<file path="src/rtl/deint_line_sched.sv">
// rtl/deint_line_sched.sv - read-side scheduler for the deinterlacer's two line FIFOs
// Optional FIFO-empty guarding and sticky underflow flag: DEINT_SCHED_EMPTY_CHK_EN
module deint_line_sched #(
  parameter int WIDTH       = 720,
  parameter int HALF_HEIGHT = 240
) (
  input  logic       clock,
  input  logic       reset,
  input  logic       ready_to_continue,
  output logic       aver_sent,
  output logic       rd_req0,
  output logic       rd_req1,
  output logic       recirc_wr0,
  output logic       recirc_wr1,
  output logic [1:0] out_sel,
  output logic       dout_valid,
  input  logic       dout_ready,
  output logic       dout_startofpacket,
  output logic       dout_endofpacket
`ifdef DEINT_SCHED_EMPTY_CHK_EN
  ,
  input  logic       empty0,
  input  logic       empty1,
  output logic       underflow_err
`endif
);

  localparam logic [9:0] PX_LAST   = 10'(WIDTH - 1);
  localparam logic [9:0] PAIR_LAST = 10'(HALF_HEIGHT - 1);

  typedef enum logic [2:0] {
    IDLE,
    HDR,
    ORIG,
    AVER,
    TAIL_A,
    TAIL_B
  } state_t;

  state_t     state;
  logic       older;      // 0: buffer 0 holds the older line
  logic [9:0] px;
  logic [9:0] pair_cnt;
  logic       hdr_done;

  logic       line_end;
  logic       beat;
  logic       blocked;
  logic       st_valid;
  logic [1:0] st_sel;
  logic       pop_old;
  logic       pop_new;
  logic       rec_old;
  logic       rec_new;
  logic       pop0;
  logic       pop1;
  logic       rec0;
  logic       rec1;

  assign line_end = (px == PX_LAST);

  // Per-state role of the older/newer buffers; mapped to physical FIFOs below.
  always_comb begin
    st_valid = 1'b0;
    st_sel   = 2'd0;
    pop_old  = 1'b0;
    pop_new  = 1'b0;
    rec_old  = 1'b0;
    rec_new  = 1'b0;
    case (state)
      HDR: begin
        st_valid = 1'b1;
        st_sel   = 2'd0;
      end
      ORIG: begin
        st_valid = 1'b1;
        st_sel   = 2'd1;
        pop_old  = 1'b1;
        rec_old  = 1'b1;
      end
      AVER: begin
        st_valid = 1'b1;
        st_sel   = 2'd2;
        pop_old  = 1'b1;
        pop_new  = 1'b1;
        rec_new  = 1'b1;
      end
      TAIL_A: begin
        st_valid = 1'b1;
        st_sel   = 2'd3;
        pop_new  = 1'b1;
        rec_new  = 1'b1;
      end
      TAIL_B: begin
        st_valid = 1'b1;
        st_sel   = 2'd3;
        pop_new  = 1'b1;
      end
      default: begin
        st_valid = 1'b0;
      end
    endcase
  end

  assign pop0 = older ? pop_new : pop_old;
  assign pop1 = older ? pop_old : pop_new;
  assign rec0 = older ? rec_new : rec_old;
  assign rec1 = older ? rec_old : rec_new;

`ifdef DEINT_SCHED_EMPTY_CHK_EN
  assign blocked = (pop0 & empty0) | (pop1 & empty1);
`else
  assign blocked = 1'b0;
`endif

  assign dout_valid         = st_valid & ~blocked;
  assign beat               = dout_valid & dout_ready;
  assign out_sel            = st_sel;
  assign rd_req0            = beat & pop0;
  assign rd_req1            = beat & pop1;
  assign recirc_wr0         = beat & rec0;
  assign recirc_wr1         = beat & rec1;
  assign dout_startofpacket = (state == HDR);
  assign dout_endofpacket   = (state == TAIL_B) & line_end;

  always_ff @(posedge clock) begin
    if (reset) begin
      state     <= IDLE;
      older     <= 1'b0;
      px        <= '0;
      pair_cnt  <= '0;
      hdr_done  <= 1'b0;
      aver_sent <= 1'b0;
    end else begin
      aver_sent <= 1'b0;
      if (beat && state != HDR) begin
        px <= line_end ? 10'd0 : px + 10'd1;
      end
      case (state)
        IDLE: begin
          // The sink is still lowering ready_to_continue while aver_sent is high.
          if (ready_to_continue && !aver_sent) begin
            state <= hdr_done ? ORIG : HDR;
          end
        end
        HDR: begin
          if (beat) begin
            hdr_done <= 1'b1;
            state    <= ORIG;
          end
        end
        ORIG: begin
          if (beat && line_end) begin
            if (HALF_HEIGHT == 1) begin
              // Single-line field: replay the recirculated line as the newer buffer.
              older <= ~older;
              state <= TAIL_B;
            end else begin
              state <= AVER;
            end
          end
        end
        AVER: begin
          if (beat && line_end) begin
            pair_cnt <= pair_cnt + 10'd1;
            if (pair_cnt + 10'd1 == PAIR_LAST) begin
              state <= TAIL_A;
            end else begin
              aver_sent <= 1'b1;
              older     <= ~older;
              state     <= IDLE;
            end
          end
        end
        TAIL_A: begin
          if (beat && line_end) begin
            state <= TAIL_B;
          end
        end
        TAIL_B: begin
          if (beat && line_end) begin
            aver_sent <= 1'b1;
            older     <= 1'b0;
            pair_cnt  <= '0;
            hdr_done  <= 1'b0;
            state     <= IDLE;
          end
        end
        default: begin
          state <= IDLE;
        end
      endcase
    end
  end

`ifdef DEINT_SCHED_EMPTY_CHK_EN
  always_ff @(posedge clock) begin
    if (reset) begin
      underflow_err <= 1'b0;
    end else if ((rd_req0 & empty0) | (rd_req1 & empty1)) begin
      underflow_err <= 1'b1;
    end
  end
`endif

endmodule

</file>
<file path="config.mk">
export PLATFORM = sky130hd
export DESIGN_NAME = deint_line_sched
export DESIGN_NICKNAME = d
export VERILOG_FILES = /design/src/rtl/deint_line_sched.sv
export SDC_FILE = /design/constraint.sdc
export NUM_CORES = 1
export LEC_CHECK = 0
export CAP_MARGIN = 20
export CORE_MARGIN = 2
export CORE_UTILIZATION = 30
export CTS_CLUSTER_SIZE = 10
export DETAILED_ROUTE_END_ITERATION = 12
export HOLD_SLACK_MARGIN = 0.08
export PLACE_DENSITY = 0.51
export SETUP_SLACK_MARGIN = 0.2
export SLEW_MARGIN = 5
export SYNTH_ARGS = -nofsm -noshare
export SYNTH_HDL_FRONTEND = slang
export SYNTH_SLANG_ARGS = --single-unit
</file>
<file path="constraint.sdc">
create_clock -name clock -period 2.3 [get_ports clock]
set_clock_uncertainty 0.1 [all_clocks]
set_input_delay 0.46 -clock clock [delete_from_list [all_inputs] [get_ports clock]]
set_output_delay 0.46 -clock clock [all_outputs]
set_load 0.02 [all_outputs]
</file>
## Yosys cells after proc, flatten, opt, wreduce, memory -nomap -nowiden

Index checks and enable logic that the tools add are counted.

| cells by class | value |
|---|---|
| $add $sub $neg | 2 |
| equal/unequal tests | 15 |
| muxes and demuxes | 33 |
| bitwise logic cells | 7 |
| reductions and logical operators | 16 |

Operator list:

| kind | number |
|---|---|
| 10-bit 2-to-1 mux | 3 |
| 3-bit 2-to-1 mux | 7 |
| 10-bit by 1-bit adder with 10-bit output (second input constant) | 2 |
| 10-bit case mux with 2 select lines | 1 |
| 3-bit case mux with 6 select lines | 1 |
| 1-bit 2-to-1 mux | 16 |
| 10-bit equality test (second input constant) | 1 |
| 10-bit by 8-bit equality test with 1-bit output (second input constant) | 1 |
| 2-bit != test (second input constant) | 5 |
| 1-bit AND | 6 |
| 3-bit by 2-bit equality test with 1-bit output (second input constant) | 2 |
| 3-bit equality test (second input constant) | 2 |
| 1-bit case mux with 2 select lines | 3 |
| 2-bit case mux with 3 select lines | 1 |
| 3-bit AND reduction | 2 |
| 6-bit AND reduction | 1 |
| 2-bit OR reduction | 3 |
| 5-bit OR reduction | 1 |
| 2-bit by 1-bit != test with 1-bit output (second input constant) | 2 |
| 4-bit AND reduction | 1 |
| 2-bit nonzero test | 2 |
| 3-bit by 1-bit equality test with 1-bit output (second input constant) | 1 |
| 1-bit logical AND | 3 |
| 3-bit zero test | 1 |
| 5 further kinds | 5 |

| storage, ports and cells | value |
|---|---|
| register bits after elaboration | 26 |
| input bits | 4 |
| logic and storage cells | 79 |

## Longest topological paths before layout

Gate-level depths: netlist (run 1).

| logic depth | value |
|---|---|
| depth in word-level cells | 7 |
| gate-level depth with buffers | 7 |

## Least setup slack after synthesis (run 1)

Ideal clock, no wire load.

| timing path | value |
|---|---|
| path type | reg-to-output |
| start point | register state[0] |
| end point | output recirc_wr1 |
| arrival | 1.532 ns |
| data required time | 1.740 ns |
| path slack | 0.208 ns |
| cell stages (with the launch flop) | 7 |
| cell sequence | dfxtp_1 buf_2 clkbuf_1 nand2_1 o21ai_0 nor2_1 a211oi_1 |

| on the way | value |
|---|---|
| word-level cells in the longest chain between the ends | 5 |
| elaborated cells between the ends (all ways) | 13 |

RTL lines:

| item | line | RTL |
|---|---|---|
| from (decl) | 40 | `state_t state;` |
| from (signal assigned) | 143 | `state <= hdr_done ? ORIG : HDR;` |
| 3-bit by 1-bit equality test with 1-bit output, or another cell as far along | 70 | `case (state)` |
| 5-bit OR reduction (no source line) or 2-bit OR reduction (tied branches) | - |  |
| 1-bit 2-to-1 mux | 70 |  |
| 1-bit AND or 1-bit 2-to-1 mux (tied branches) | 117, 108 |  |
| 1-bit AND (*) | 122 | `assign recirc_wr1 = beat & rec1;` |
| to (decl) | 14 | `output logic recirc_wr1,` |

Mark *: on every way between the ends. The rest lies on a longest branch, timed or not.

## Worst setup path after layout (run 1)

| timing path | value |
|---|---|
| start point | register pair_cnt[1] |
| end point | register older |

| on the way | value |
|---|---|
| word-level cells in the longest chain between the ends | 4 |

RTL lines:

| item | line | RTL |
|---|---|---|
| from (decl) | 43 | `logic [9:0] pair_cnt;` |
| from (signal assigned) | 165 | `pair_cnt <= pair_cnt + 10'd1;` |
| 10-bit by 1-bit adder with 10-bit output | 166 | `if (pair_cnt + 10'd1 == PAIR_LAST) begin` |
| 10-bit by 8-bit equality test with 1-bit output | 166 |  |
| 2-bit != test (no source line) | - |  |
| 4-bit AND reduction (no source line) | - |  |
| to (signal assigned) | 156 | `older <= ~older;` |
| to (signal assigned) | 170 | `older <= ~older;` |
| to (decl) | 41 | `logic older;` |

No other way between the ends.
A chain may end at the register's enable or synchronous reset.

==> key figures, run 1 <==
Place
  • DP Area: 1970 µm²
  • Placed cell count: 305
  • HPWL after DPL: 2990 µm
  • IO buf count: 13
  • Placer Congestion: around 0.82

GRT
  • First-pass GRT wire length: 6640 µm
  • Initial antenna violation count: 0
  • All-Layer GR Usage: 0.135
  • Vias in the first global route: 1418
  • Total grt overflow: 0
  • Pin count of the biggest net entering global routing: 17

Timing
  • Tightest Pin Transition: 521 ps
  • Fin crit share: 0.892
  • Slew Limit Fails: 0
  • Tmin final: between 2000 and 2500 ps
  • Worst hold margin: 396 ps
  • Fmax: 0.488 GHz
  • Slew Limit Headroom: 0.651
  • Unrepaired setup endpoints after global routing: true
  • Hold Fails Final Rpt: 0
  • # setup viols final: 0

Logic synthesis
  • Post-synth ARST share: 0
  • Multiplexer share of the synthesized area: 0.0218
  • EDFF count, synth: 0
  • Synth Area in XOR/XNOR: 0.0537
  • Syn Nets: 213
  • Largest family of logic cells by synthesized area: simple AND/OR/NAND/NOR gates
  • Post-synth cell types: 47
  • Syn avg cell area: 7.80 µm²
  • Prevailing post-synth register cell: dfxtp_1
  • Post-Synth Simple-Gate Area: 0.317
  • #FFs+latches synth: 26
  • Synth Area in Compound Gates: 0.208
  • Mapped Cells: 206
  • Synth Cell Area: 1610 µm²
  • Count of warnings emitted by yosys: 0
  • Post-synthesis adder-cell area fraction: 0.0234
  • Post-synthesis sequential area ratio: 0.324

Critical path
  • Worst EP required: 2370 ps
  • Buf+Inv Stages, Crit Path: 0
  • CP cell instances: ha_2 > nand2_2 > or3_4 > a2111oi_4 > a21oi_2 > mux2_4
  • CP endpoint kind: flop
  • Slowest CP cell: a2111oi_4
  • CP startpoint kind: flop
  • CP Data Arrival Time: 2120 ps
  • Worst Setup Path Type: flop to flop
  • Largest delay contributor family on the critical path: compound AO/OA/AOI/OAI gates
  • Setup slack, reg-to-reg: 250 ps
  • Critical Path Fanout Max: 5
  • Largest stage delay on the critical path: 440 ps

Die
  • Die H: 77.2 µm
  • Number of I/O pins: 14
  • Cell Rows: 26
  • Initial Utilization: 0.313
  • Chip Width: 77.2 µm
  • Core Region: ~5100 µm²
  • Total die area: 5960 µm²

Clocking
  • CTS tree: yes
  • CTS Hold Buffers Added: 0
  • Post-CTS Setup Bufs: 0
  • Clock transition at path regs: 100 ps
  • Sink Count: 26
  • Skew-Pair Late Insertion Delay: approximately 270 ps
  • Max clock buf depth: 2
  • Clk root buf: clkbuf_8
  • Num CTS Buffers: 3
  • H-tree Lvls: 1

Layout
  • Most frequent cells in the layout: buf_4, nand2_1, nor2_1, dfxtp_1, a21oi_1
  • Post-route cell area: 2050 µm²
  • Commonest non-fill, non-tap cell in the layout: buf_4
  • Final net count: 247
  • Final cell count without fillers: 309
  • Diode count: 0
  • Synthesis-to-finish area growth: 27.9%
  • Share of layout cells above drive strength 1: 0.251

Power
  • Peak supply drop: 329 µV
  • Leakage: 0.000746 µW
  • Pwr dens: approximately 600 nW/µm²

Detailed routing
  • Wire per inst: around 13 µm
  • Routed Antenna Nets: 0
  • Drt total wl: ~4000 µm
  • Routed vias: roughly 1.6k
  • DR vias/cell: 5.04
  • Initial drt markers: 86
  • # DRC: 0
  • Drt pass-1 iters: 4

Job
  • Max Cap Viol: 0

Status
  • Outcome: complete, no violations

Worst hold path
  • Hold/Removal Path Class: flop to flop
[state kept, by name, indices dropped and copies added (netlist names)]
register   flops
state          3
pair_cnt      10
aver_sent      1
older          1
px            10
hdr_done       1
[per-stage QoR]
| step | worst slack (ps) | total power, µW | setup TNS, ps | util |
|---|---|---|---|---|
| 2_1_floorplan | 208 | 759 | 0 | - |
| 3_3_place_gp | -158 | 958 | -401 | 0.383 |
| 3_5_place_dp | -164 | 958 | -439 | 0.383 |
| 4_1_cts | 58.8 | 1230 | 0 | 0.393 |
| 5_1_grt | 172 | 1320 | 0 | 0.400 |
| 6_report | 250 | 1240 | 0 | 0.400 |
[Yosys cell counts, types with 5 or more instances]
library cell | count | area [µm²]
and2_1 | 7 | 43.8
o21ai_0 | 14 | 70.1
xor2_1 | 6 | 52.6
or3_1 | 5 | 31.3
nand3_1 | 7 | 35.0
a21oi_1 | 16 | 80.1
nand2_1 | 26 | 97.6
clkbuf_1 | 5 | 18.8
dfxtp_1 | 26 | 521
a311oi_1 | 6 | 52.6
nor2_1 | 24 | 90.1
inv_1 | 7 | 26.3
nand4_1 | 7 | 43.8
[power by group]
part           internal, µW  switching [µW]  leakage [µW]  total, µW
Sequential              473            20.7      0.000212        493
Combinational           197             252      0.000505        450
Clock                   153             149     0.0000288        302
[final cells by class]
type	count	area [µm²]
well taps	70	87.6
multi-input cells	162	1050
fillers	562	3090
repair buffers	40	309
inverters	7	26.3
clock buffers	4	55.1
flip-flops and latches	26	531
[path summary, 6_finish.rpt]
kind / from / end / cells past startpoint
min reg2reg: pair_cnt[0] / pair_cnt[0] / 2
min: pair_cnt[0] / pair_cnt[0] / 2
max: pair_cnt[1] / older / 6
max reg2reg: pair_cnt[1] / older / 6
[repair_timing]
action / CTS / global route
resized for setup: 22 / 23
setup endpoints to repair: 12 / 14
hold endpoints to repair: 0 / 0
pin swaps: 1 / 1
[metal layers]
layer | vias up | part of all wire | global-route usage | routed length [µm]
met5 | - | 0 | 0 | 0
met4 | 0 | 0.0069 | 0.0375 | 27
met2 | 17 | 0.45 | 0.217 | 1770
met3 | 2 | 0.027 | 0.0212 | 107
met1 | 737 | 0.51 | 0.186 | 2010
li1 | 800 | - | - | -
[cells by family after synthesis]
family | Yosys count
muxes | 3
xor gates and xnor gates | 9
AOI/OAI and AO/OA | 50
buffers and inverters | 18
adders and majority gates | 3
and+or+nand+nor | 97
DFF | 26
[worst register-to-register path: stages, from the launching register on]
cell	delay, ps
dfxtp_4	370
ha_2	190
nand2_2	80
or3_4	350
a2111oi_4	440
a21oi_2	120
mux2_4	310
(Power assumes the default switching activity.)
==> run 2: changes to the inputs <==
- clock period: 2.3 -> 2.6 ns (I/O delays scaled with it)
==> run 2 against run 1 <==
  * Cell count is 4.9% lower
  * Critical path type is now flop to output pin
  * Die area stayed put
  * Register-to-register slack gained 80 ps
  * Global-route usage is essentially flat
  * Clock power fell by 25%
  * Critical endpoint is now dout_startofpacket
==> key figures, run 2 (same netlist as run 1, synthesis figures left out) <==
Status
  • Outcome: complete, no violations

Clocking
  • Max clock buf depth: 2 (unchanged)
  • Clk root buf: clkbuf_8
  • Clock transition at path regs: 90 ps (about the same)
  • CTS tree: yes
  • Skew-Pair Late Insertion Delay: 270 ps (about the same)
  • Sink Count: 26 (unchanged)
  • Num CTS Buffers: 3 (unchanged)
  • CTS Hold Buffers Added: 0 (unchanged)
  • H-tree Lvls: 1 (unchanged)

Detailed routing
  • DR vias/cell: 5.06 (+0.58%)
  • Drt pass-1 iters: 5 (+1)
  • Wire per inst: 13.0 µm (+2.5%)
  • Initial drt markers: 109 (+27%)
  • Routed Antenna Nets: 0 (unchanged)
  • # DRC: 0 (unchanged)
  • Routed vias: 1489 (-4.3%)
  • Drt total wl: 3810 µm (-2.5%)

Die
  • Initial Utilization: 0.313 (unchanged)
  • Die H: 77.2 µm (unchanged)
  • Core Region: 5140 µm² (unchanged)
  • Chip Width: 77.2 µm (unchanged)
  • Total die area: 5960 µm² (unchanged)
  • Cell Rows: 26 (unchanged)
  • Number of I/O pins: 14 (unchanged)

Timing
  • Tightest Pin Transition: 622 ps (+101 ps)
  • Fmax: 0.440 GHz
  • Slew Limit Headroom: 0.584 (-0.0676)
  • Setup TNS: 0 ps (unchanged)
  • # setup viols final: 0 (unchanged)
  • Slew Limit Fails: 0 (unchanged)
  • Unrepaired setup endpoints after global routing: false
  • Tmin final: roughly 2300 ps
  • Hold Fails Final Rpt: 0 (unchanged)
  • Fin crit share: 0.873

GRT
  • Vias in the first global route: 1357 (-4.3%)
  • Initial antenna violation count: 0 (unchanged)
  • All-Layer GR Usage: 0.135 (+0.000346)
  • Total grt overflow: 0 (unchanged)
  • First-pass GRT wire length: 6510 µm (-2.0%)
  • Pin count of the biggest net entering global routing: 17 (unchanged)

Layout
  • Commonest non-fill, non-tap cell in the layout: nand2_1
  • Regs by FF count: pair_cnt: 10 flops, px: 10 flops, state: 3 flops
  • Post-route core utilization: 0.372 (-0.0273)
  • Final net count: 233 (-5.7%)
  • Synthesis-to-finish area growth: 19.2%
  • Share of layout cells above drive strength 1: 0.129 (-0.122)
  • Diode count: 0 (unchanged)
  • Most frequent cells in the layout: nand2_1, dfxtp_1, nor2_1

Critical path
  • Critical Path Fanout Max: 6 (+1)
  • CP cell instances: buf_4 > nor2_2 > and2_1 > clkdlybuf4s50_1
  • Largest stage delay on the critical path: 590 ps (+150 ps)
  • CP endpoint kind: output pin
  • Worst EP required: 1980 ps (-390 ps)
  • Worst Setup Path Type: flop to output pin
  • Slowest CP cell: clkdlybuf4s50_1
  • CP startpoint kind: flop
  • Setup slack, reg-to-reg: 330 ps (+80 ps)
  • CP Data Arrival Time: 1650 ps (-470 ps)

Place
  • Placer Congestion: 0.805 (-1.6%)
  • IO buf count: 13 (unchanged)
  • HPWL after DPL: 2840 µm (-5.1%)

Power
  • Peak supply drop: 175 µV (-47%)
  • Pwr dens: 535 nW/µm² (-12%)
  • Power Total: 1020 µW (-18%)
  • Leakage: 0.000688 µW (-7.7%)

Worst hold path
  • Hold/Removal Path Class: flop to flop

Job
  • Max Cap Viol: 0 (unchanged)
## run 2: critical path: cells and delay by family (launching register included)
| kind | cells | cell delay, ps |
|---|---|---|
| and+or+nand+nor | 2 | 310 |
| DFF | 1 | 330 |
| buffers and inverters | 2 | 750 |
## run 2: area by class of cell
| type | count | area [µm²] |
|---|---|---|
| inverter | 7 | 26.3 |
| tap | 70 | 87.6 |
| sequential | 26 | 523 |
| clock buffer | 3 | 41.3 |
| fill | 566 | 3230 |
| multi-input combinational | 162 | 1010 |
| timing repair buffer | 26 | 224 |
## run 2: timing repair
item	CTS	global route
endpoints found under the setup margin	8	6
buffers inserted	0	0
gates resized for setup	7	8
gates cloned	0	0
## run 2: per-stage QoR
step	instances	hold WS (ps)	setup slack (ps)	cell area, µm²
finish	294	401	330	1910
global route	294	434	206	1910
CTS	294	401	220	1900
detailed placement	291	389	19.7	1860
global placement	291	395	22.8	1860
floorplan	206	351	448	1610
## run 2: power by group
| part | switching, µW | leakage [µW] | total [µW] | internal [µW] |
|---|---|---|---|---|
| clock network | 124 | 0.0000216 | 228 | 104 |
| registers | 34.8 | 0.000211 | 455 | 421 |
| logic | 193 | 0.000456 | 342 | 149 |
| total | 352 | 0.000688 | 1020 | 673 |
## run 2: worst paths after layout
path	startpoint	endpoint	cells after the start
setup / recovery	state[1]	dout_startofpacket	4
hold / removal	px[1]	px[1]	2
setup reg to reg	pair_cnt[0]	older	6
hold reg to reg	px[1]	px[1]	2
## run 2: metal layers
layer	vias up	wire length, µm	GRT usage
li1	784	-	-
met1	680	1960	0.190
met2	23	1670	0.204
met3	2	149	0.0259
met4	0	27	0.0482
met5	-	0	0
==> run 3: changes to the inputs <==
- CAP_MARGIN: 20 -> 40
==> results of run 3 <==
Final layout, timing and power as in run 2 (identical DEF).
